==> src/rtl/sound_pkg.sv <==
// Shared types, constants and helpers for the sound_path voice generator.
package sound_pkg;

  localparam int DIV_W      = 19;
  localparam int SAMPLE_W   = 8;
  localparam int PHASE_W    = 8;
  localparam int DIVIDEND_W = DIV_W + PHASE_W;

  localparam logic [15:0] LFSR_SEED = 16'hACE1;

  typedef enum logic [1:0] {
    SQUARE = 2'd0,
    SAW    = 2'd1,
    TRI    = 2'd2,
    NOISE  = 2'd3
  } mode_t;

  typedef enum logic [1:0] {
    ST_IDLE = 2'd0,
    ST_BUSY = 2'd1,
    ST_DONE = 2'd2
  } state_t;

  // One step of the 16-bit Fibonacci LFSR (taps 16,14,13,11).
  function automatic logic [15:0] lfsr_step(input logic [15:0] s);
    return {s[14:0], s[15] ^ s[13] ^ s[12] ^ s[10]};
  endfunction

  // Map an 8-bit phase to the selected waveform; noise comes from the caller.
  function automatic logic [SAMPLE_W-1:0] shape(input mode_t m,
                                                input logic [PHASE_W-1:0] p,
                                                input logic [SAMPLE_W-1:0] noise);
    logic [SAMPLE_W-1:0] r;
    case (m)
      SQUARE:  r = p[7] ? 8'h00 : 8'hFF;
      SAW:     r = p;
      TRI:     r = p[7] ? (8'hFF - {p[6:0], 1'b0}) : {p[6:0], 1'b0};
      default: r = noise;
    endcase
    return r;
  endfunction

endpackage

==> src/rtl/phase_divider.sv <==
// Sequential restoring divider producing an 8-bit quotient, one bit per clock.
// The dividend's upper DIV_W bits seed the remainder (they must be below the
// divisor), the low 8 bits are shifted in MSB first. Divisors below 2 yield 0.
module phase_divider
  import sound_pkg::*;
(
  input  logic                  clk,
  input  logic                  n_rst,
  input  logic                  start,
  input  logic [DIVIDEND_W-1:0] dividend,
  input  logic [DIV_W-1:0]      divisor,
  output logic                  busy,
  output logic                  valid,
  output logic [PHASE_W-1:0]    quotient
);

  logic             busy_q, busy_d;
  logic             valid_q, valid_d;
  logic             degen_q, degen_d;
  logic [2:0]       iter_q, iter_d;
  logic [DIV_W-1:0] rem_q, rem_d;
  logic [DIV_W-1:0] div_q, div_d;
  logic [7:0]       low_q, low_d;
  logic [7:0]       quo_q, quo_d;

  // Trial subtraction: the bit shifted out of the remainder guarantees ge.
  logic             trial_hi;
  logic [DIV_W-1:0] trial_lo;
  logic             ge;

  // Next-state logic: load on start, otherwise iterate while busy.
  always_comb begin
    busy_d   = busy_q;
    valid_d  = 1'b0;
    degen_d  = degen_q;
    iter_d   = iter_q;
    rem_d    = rem_q;
    div_d    = div_q;
    low_d    = low_q;
    quo_d    = quo_q;
    trial_hi = rem_q[DIV_W-1];
    trial_lo = {rem_q[DIV_W-2:0], low_q[7]};
    ge       = trial_hi | (trial_lo >= div_q);
    if (busy_q) begin
      rem_d  = ge ? (trial_lo - div_q) : trial_lo;
      quo_d  = {quo_q[6:0], ge};
      low_d  = {low_q[6:0], 1'b0};
      iter_d = iter_q + 3'd1;
      if (iter_q == 3'd7) begin
        busy_d  = 1'b0;
        valid_d = 1'b1;
      end
    end else if (start) begin
      rem_d   = dividend[DIVIDEND_W-1:PHASE_W];
      low_d   = dividend[PHASE_W-1:0];
      quo_d   = '0;
      iter_d  = '0;
      div_d   = divisor;
      degen_d = (divisor < 19'd2);
      busy_d  = 1'b1;
    end
  end

  // Divider state registers.
  always_ff @(posedge clk or negedge n_rst) begin
    if (!n_rst) begin
      busy_q  <= 1'b0;
      valid_q <= 1'b0;
      degen_q <= 1'b0;
      iter_q  <= '0;
      rem_q   <= '0;
      div_q   <= '0;
      low_q   <= '0;
      quo_q   <= '0;
    end else begin
      busy_q  <= busy_d;
      valid_q <= valid_d;
      degen_q <= degen_d;
      iter_q  <= iter_d;
      rem_q   <= rem_d;
      div_q   <= div_d;
      low_q   <= low_d;
      quo_q   <= quo_d;
    end
  end

  assign busy     = busy_q;
  assign valid    = valid_q;
  assign quotient = degen_q ? '0 : quo_q;

endmodule

==> src/rtl/sound_path.sv <==
// Voice generator: period counter, capture FSM, LFSR and waveform shaping.
// A capture at edge k yields sample/done at edge k+9; done lasts one cycle.
module sound_path
  import sound_pkg::*;
(
  input  logic                clk,
  input  logic                n_rst,
  input  logic                sample_now,
  input  logic [1:0]          mode,
  input  logic [DIV_W-1:0]    divisor,
  output logic [SAMPLE_W-1:0] sample,
  output logic                done
);

  logic [DIV_W-1:0]    cnt_q, cnt_d;
  state_t              state_q, state_d;
  mode_t               mode_q, mode_d;
  logic [15:0]         lfsr_q, lfsr_d;
  logic [SAMPLE_W-1:0] sample_q, sample_d;
  logic                done_q, done_d;

  logic                capture;
  logic                div_busy;
  logic                div_valid;
  logic [PHASE_W-1:0]  phase;

  // Free-running period counter; wraps immediately if divisor shrinks below it.
  always_comb begin
    cnt_d = cnt_q + 19'd1;
    if ((divisor < 19'd2) || (cnt_q >= divisor - 19'd1)) begin
      cnt_d = '0;
    end
  end

  assign capture = (state_q == ST_IDLE) && sample_now && !div_busy;

  phase_divider u_div (
    .clk      (clk),
    .n_rst    (n_rst),
    .start    (capture),
    .dividend ({cnt_q, 8'h00}),
    .divisor  (divisor),
    .busy     (div_busy),
    .valid    (div_valid),
    .quotient (phase)
  );

  // FSM next state, LFSR advance and sample shaping on divide completion.
  always_comb begin
    state_d  = state_q;
    mode_d   = mode_q;
    lfsr_d   = lfsr_q;
    sample_d = sample_q;
    done_d   = 1'b0;
    unique case (state_q)
      ST_IDLE: begin
        if (capture) begin
          mode_d  = mode_t'(mode);
          state_d = ST_BUSY;
        end
      end
      ST_BUSY: begin
        if (div_valid) begin
          lfsr_d   = lfsr_step(lfsr_q);
          sample_d = shape(mode_q, phase, lfsr_d[7:0]);
          done_d   = 1'b1;
          state_d  = ST_DONE;
        end
      end
      ST_DONE: begin
        state_d = ST_IDLE;
      end
      default: begin
        state_d = ST_IDLE;
      end
    endcase
  end

  // Top-level state registers.
  always_ff @(posedge clk or negedge n_rst) begin
    if (!n_rst) begin
      cnt_q    <= '0;
      state_q  <= ST_IDLE;
      mode_q   <= SQUARE;
      lfsr_q   <= LFSR_SEED;
      sample_q <= '0;
      done_q   <= 1'b0;
    end else begin
      cnt_q    <= cnt_d;
      state_q  <= state_d;
      mode_q   <= mode_d;
      lfsr_q   <= lfsr_d;
      sample_q <= sample_d;
      done_q   <= done_d;
    end
  end

  assign sample = sample_q;
  assign done   = done_q;

endmodule

==> config.mk <==
export PLATFORM = sky130hd
export DESIGN_NAME = sound_path
export DESIGN_NICKNAME = d
export VERILOG_FILES = /design/src/rtl/sound_pkg.sv /design/src/rtl/phase_divider.sv /design/src/rtl/sound_path.sv
export SDC_FILE = /design/constraint.sdc
export NUM_CORES = 1
export LEC_CHECK = 0
export ABC_AREA = 1
export CAP_MARGIN = 20
export CORE_UTILIZATION = 50
export CTS_BUF_LIST = sky130_fd_sc_hd__clkbuf_4 sky130_fd_sc_hd__clkbuf_8
export DETAILED_ROUTE_END_ITERATION = 16
export PLACE_DENSITY = 0.68
export SLEW_MARGIN = 15
export SYNTH_ARGS = -nofsm -noshare
export SYNTH_HDL_FRONTEND = slang
export SYNTH_SLANG_ARGS = --single-unit
==> constraint.sdc <==
create_clock -name clk -period 3.5 [get_ports clk]
set_input_delay 0.525 -clock clk [delete_from_list [all_inputs] [get_ports clk]]
set_output_delay 0.525 -clock clk [all_outputs]
set_load 0.01 [all_outputs]
==> flow_summary.yaml, run 1 <==
floorplanning:
  core_area_um2: 13500
  die_height_um: 120
  die_w_um: 120
  dieArea_um2: 14500
  rows: 42
  ios: 33
  initial_utilization_pct: 52.0
worst_setup_path:
  critPathKind: "in2reg"
  r2r-end: "u_div.rem_q[17]$_DFFE_PN0P_"
  r2r_cells: 12
  r2r_slack_ns: 1.03
  cp-end-kind: "register"
  slowest_stage: "clkdlybuf4s50_1"
  cp.required_ns: 3.78
  r2r_start: "u_div.div_q[1]$_DFFE_PN0P_"
  critPathMaxStageDelay_ns: 0.48
  crit_chain: "clkdlybuf4s50_1, inv_1, nand2_1, nor3_1, nand2_1, nor2_1, nand2_1, nor3_2, xor2_1, inv_1, ha_1, nand2_1, nor2_1, nand2_1, nor2_1, nand4_1, nand4_2, buf_12, nor3_1"
  start_kind: "input pin"
  critPathMostFrequentCell: "nand2_1"
  worstPathArrival_ns: 3.29
  crit_fanout: 19
detailed_routing:
  antenna_left: 0
  wl_um: 17500
  drt_iter0_drc: 518
  route.detailed.drc: 0
  dr.pass1.iters: 5
  wl_per_cell_um: 14.6
  vias_per_cell: 5.13
  via_count: 6141
clock_network:
  cts.sinks: 100
  clk_latency_ns: 0.40
  cts-resized-gates: 0
  cts_tree: "built"
  clockRootBuffer: "clkbuf_8"
  cts_made_buffers: 9
  cts.path.max_buffers: 2
  htree_levels: 3
  postCtsSetupBuffers: 0
  ctsHoldBuffers: 0
  path_clk_slew_ns: 0.10
pwr:
  ir_drop_mv: 0.443
  finalPower_mw: 6.93
  leakagePower_nw: 3.87
  p_per_area_nw_per_um2: 898
cells_and_area:
  multiInputGateArea_um2: 3720
  seq_area_um2: 2510
  n_antenna_cell: 0
  fillers: 1379
  nNetsFinal: 1083
  area_growth_pct: 10.4
  drive_gt1_share_pct: 6.95
sta:
  clock_skew_ns: 0.0118
  setup_viol: 0
  tightest_slew_ns: 0.774
  fin_crit_sh_pct: 85.9
  layout_min_cycle_time_ns: 3.01
  timing.fmax_mhz: 333
  setup-tns-final_ns: 0
  relSlewSlack_pct: 48.4
  rsz0062_at_grt: "no"
  slew_viol_final: 0
  hold_slack_ns: 0.187
  finalHoldViolCount: 0
placement:
  gp_congestion: 0.949
  dpl.hpwl_um: 13700
  io_buffers: 32
global_routing:
  grt_use_total_pct: 26.5
  antenna_found_initial: 0
  grt_max_degree: 63
  grt_pass1_vias: 5920
  grt_pass1_wl_um: 29800
  overflow: 0
synthesis:
  netlist_instances: 984
  ys_types: 37
  synth.top_cell.area_share_pct: 32.9
  synth_edf_count: 0
  synthesis.nets: 1051
  async_flop_share_pct: 100
  ys.flop_type: "dfrtp_1"
  ys_warn_count: 0
  synth_area_leader_cell: "dfrtp_1"
  yosysSeqAreaShare_pct: 35.9
  synth_area_leaders: "dfrtp_1, nand2_1, inv_1, ha_1, nand3_1"
  yosysMostFrequentCell: "nand2_1"
  avgSynthCellArea_um2: 7.11
  synth-seq-cells: 100
  syn-cell-area_um2: 6990
  synthTopCellsByCount: "nand2_1, inv_1, dfrtp_1"
run_status:
  status: "finished clean"
run:
  drv_cap: 0
hold_path:
  worst_hold_path_type: "in2async"
[sequential cells by signal, indices dropped and copies added, names as in the netlist, 2 cells and up]
signal,cells
cnt_q,19
u_div.div_q,19
u_div.rem_q,19
lfsr_q,16
sample,8
u_div.quo_q,8
u_div.iter_q,3
mode_q,2
state_q,2
[power breakdown]
| group | switching (mW) | internal [mW] | total (mW) |
|---|---|---|---|
| sequential | 0.252 | 1.57 | 1.82 |
| combinational | 2.79 | 1.57 | 4.36 |
| clock | 0.472 | 0.282 | 0.755 |
| total | 3.51 | 3.42 | 6.93 |
[how the worst max path moves through the flow]
stage,endpoint,slack (ns),start
after floorplan,cnt_q[10]$_DFF_PN0_,0.75,divisor[0]
after global placement,cnt_q[15]$_DFF_PN0_,0.22,divisor[1]
after detailed placement,cnt_q[6]$_DFF_PN0_,0.11,divisor[7]
after CTS,cnt_q[16]$_DFF_PN0_,0.53,divisor[0]
after global routing,cnt_q[18]$_DFF_PN0_,0.20,divisor[7]
final,cnt_q[15]$_DFF_PN0_,0.49,divisor[7]
[layer usage]
metal  routed length, um  part of all wire [%]  global-route usage, %
met1                8290                    47                   36.3
met3                 587                   3.4                   4.76
met2                8230                    47                   42.7
met5                   0                     0                      0
met4                 350                   2.0                   7.64
[area by class of cell]
class / instances / area share (%)
Timing Repair Buffer: 46 / 5.64
Tap cell: 176 / 2.85
Multi-Input combinational cell: 692 / 48.2
Inverter: 167 / 8.12
Clock inverter: 7 / 1.04
Sequential cell: 100 / 32.6
Clock buffer: 9 / 1.61
[cells in the final DEF, fill, tap and decap left out, types with 2 or more instances in the layout]
cell type | netlist | routed
nand2_4 | 3 | 3
ha_1 | 42 | 42
xnor2_1 | 13 | 13
nand3_1 | 62 | 62
xor2_1 | 27 | 27
inv_1 | 161 | 161
inv_2 | 4 | 4
nand3b_1 | 7 | 7
clkinv_8 | 0 | 2
clkdlybuf4s50_1 | 0 | 31
o22ai_1 | 17 | 17
dfrtp_1 | 92 | 92
nor2_2 | 2 | 2
nor2_1 | 62 | 61
clkbuf_8 | 0 | 9
nand2_1 | 291 | 291
nor3_1 | 32 | 31
nand4_1 | 13 | 13
dfstp_2 | 8 | 8
a31oi_1 | 6 | 6
a22o_1 | 4 | 4
buf_4 | 3 | 14
nor2_4 | 1 | 2
o211ai_1 | 7 | 7
nor4_1 | 3 | 3
clkinv_1 | 2 | 2
o21ai_0 | 52 | 52
a21oi_1 | 25 | 25
nand3_2 | 2 | 2
clkinv_4 | 0 | 2
nand2_2 | 9 | 9
inv_8 | 0 | 2
nor3_2 | 6 | 7
[stage by stage]
step / area [um2] / util, % / cells / setup slack, ns
final: 7720 / 57.4 / 1197 / 0.493
after global routing: 7720 / 57.4 / 1197 / 0.197
after CTS: 7720 / 57.4 / 1197 / 0.526
after detailed placement: 7510 / 55.9 / 1181 / 0.107
after global placement: 7510 / 55.9 / 1181 / 0.215
after floorplan: 6990 / - / 984 / 0.748
[critical path, delay by kind of cell]
| kind | cells | cell delay [ns] |
|---|---|---|
| buffers and inverters | 4 | 0.83 |
| and+or+nand+nor | 13 | 1.53 |
| xor gates and xnor gates | 1 | 0.15 |
| adders and majority gates | 1 | 0.26 |
[cell families (layout without fill, tap and decap cells)]
| logic type | count (synthesis) | after routing | synth area share (%) |
|---|---|---|---|
| buf+inv | 192 | 229 | 11.1 |
| flops | 100 | 100 | 35.9 |
| compound gates | 115 | 115 | 9.38 |
| xor+xnor | 40 | 40 | 5.01 |
| simple gates | 494 | 494 | 30.8 |
| fa+ha+maj | 43 | 43 | 7.80 |
Power figures use the tool's default switching activity.
==> inputs of run 2 (changes only) <==
- RECOVER_POWER: default -> 25
==> flow_summary.yaml, run 2 (synthesis gave the netlist of run 1 again) <==
pwr:
  p_per_area_nw_per_um2: 898
  finalPower_mw: 6.93
  leakagePower_nw: 3.87
  ir_drop_mv: 0.443
clock_network:
  cts_tree: "built"
  htree_levels: 3
  cts_made_buffers: 9
  cts.sinks: 100
  ctsHoldBuffers: 0
  path_clk_slew_ns: 0.11
  clockRootBuffer: "clkbuf_8"
  cts.path.max_buffers: 2
  cts-resized-gates: 0
  postCtsSetupBuffers: 0
  clk_latency_ns: 0.40
sta:
  tightest_slew_ns: 1.51
  fin_crit_sh_pct: 86.1
  setup-tns-final_ns: 0
  rsz0062_at_grt: "no"
  timing.fmax_mhz: 332
  slew_viol_final: 63
  finalHoldViolCount: 0
  hold_slack_ns: 0.472
  relSlewSlack_pct: -0.799
  setup_viol: 0
  layout_min_cycle_time_ns: 3.01
  clock_skew_ns: 0.0134
cells_and_area:
  final_cell_area_um2: 7710
  layout_common_cells: "nand2_1, inv_1, dfrtp_1"
  postLayoutCoreUtil_pct: 57.3
  top_regs: "cnt_q x19, u_div.div_q x19, u_div.rem_q x19"
  final_common_cell: "nand2_1"
  drive_gt1_share_pct: 6.95
  nNetsFinal: 1083
  fillers: 1380
  area_growth_pct: 10.3
  n_antenna_cell: 0
floorplanning:
  die_w_um: 120
  ios: 33
  die_height_um: 120
  rows: 42
  dieArea_um2: 14500
  core_area_um2: 13500
  initial_utilization_pct: 52.0
worst_setup_path:
  critPathMaxStageDelay_ns: 0.42
  path_delay_family: "simple AND/OR/NAND/NOR gates"
  start_kind: "input pin"
  slowest_stage: "clkdlybuf4s50_1"
  critPathKind: "in2reg"
  worstPathArrival_ns: 3.32
  crit_buf_inv: 5
  cp.required_ns: 3.81
  cp-end-kind: "register"
  crit_fanout: 19
  crit_chain: "clkdlybuf4s50_1, inv_1, ha_1, inv_1, nor2_1, nand3_1, nor2_1, nand2_1, xor2_1, ha_1, nand2_1, inv_1, o21ai_0, a21oi_1, nor2_1, nand4_2, buf_12, nor3_1"
detailed_routing:
  antenna_left: 0
  vias_per_cell: 5.13
  via_count: 6138
  route.detailed.drc: 0
  wl_um: 17500
  wl_per_cell_um: 14.6
  dr.pass1.iters: 5
  drt_iter0_drc: 518
global_routing:
  grt_pass1_vias: 5920
  antenna_found_initial: 0
  grt_use_total_pct: 26.5
  grt_pass1_wl_um: 29800
  grt_max_degree: 63
  overflow: 0
run_status:
  violations: "capacitance limit, slew limit"
  status: "complete, but fails checks"
run:
  drv_cap: 1
placement:
  io_buffers: 32
  dpl.hpwl_um: 13700
  gp_congestion: 0.949
  placed_cell_area_um2: 7510
hold_path:
  worst_hold_path_type: "reg2reg"
run 2: cell types whose count changed in the layout (fill, tap and decap cells not counted), sizes merged:
cell    change
clkbuf      +1
buf         -1
run 2: final timing paths:
kind                                                 start                           to  slack, ns  cells past startpoint
worst max-delay path                            divisor[0]          cnt_q[15]$_DFF_PN0_       0.49                     18
worst min-delay path                 u_div.valid$_DFF_PN0_       state_q[0]$_DFFE_PN0P_       0.47                      1
worst max register to register  u_div.div_q[1]$_DFFE_PN0P_  u_div.rem_q[17]$_DFFE_PN0P_       1.03                     12
worst min register to register       u_div.valid$_DFF_PN0_       state_q[0]$_DFFE_PN0P_       0.47                      1
max in group asynchronous                            n_rst          cnt_q[18]$_DFF_PN0_       1.96                      2
min in group asynchronous                            n_rst       lfsr_q[14]$_DFFE_PN0P_       0.48                      1
run 2: cell type report:
cell class | count | area [um2] | share of cell area, %
Sequential cell | 100 | 2510 | 32.6
Clock buffer | 9 | 124 | 1.61
Timing Repair Buffer | 46 | 433 | 5.61
Inverter | 167 | 627 | 8.13
Clock inverter | 7 | 80.1 | 1.04
Tap cell | 176 | 220 | 2.85
Multi-Input combinational cell | 692 | 3720 | 48.2
run 2: per-layer routing:
| layer | routed length [um] | global-route usage, % | vias to the layer above |
|---|---|---|---|
| li1 | - | - | 3197 |
| met1 | 8300 | 36.3 | 2812 |
| met2 | 8220 | 42.7 | 109 |
| met3 | 592 | 4.76 | 20 |
| met4 | 343 | 7.64 | 0 |
| met5 | 0 | 0 | - |
run 2: per-stage QoR:
step / cells / worst slack, ns
final: 1197 / 0.485
after global routing: 1197 / 0.197
after CTS: 1197 / 0.526
after detailed placement: 1181 / 0.107
after global placement: 1181 / 0.215
after floorplan: 984 / 0.748
run 2: power by group:
group | switching [mW] | internal, mW | leakage [nW]
Sequential | 0.252 | 1.57 | 1.25
Combinational | 2.79 | 1.57 | 2.52
Clock | 0.471 | 0.282 | 0.0990
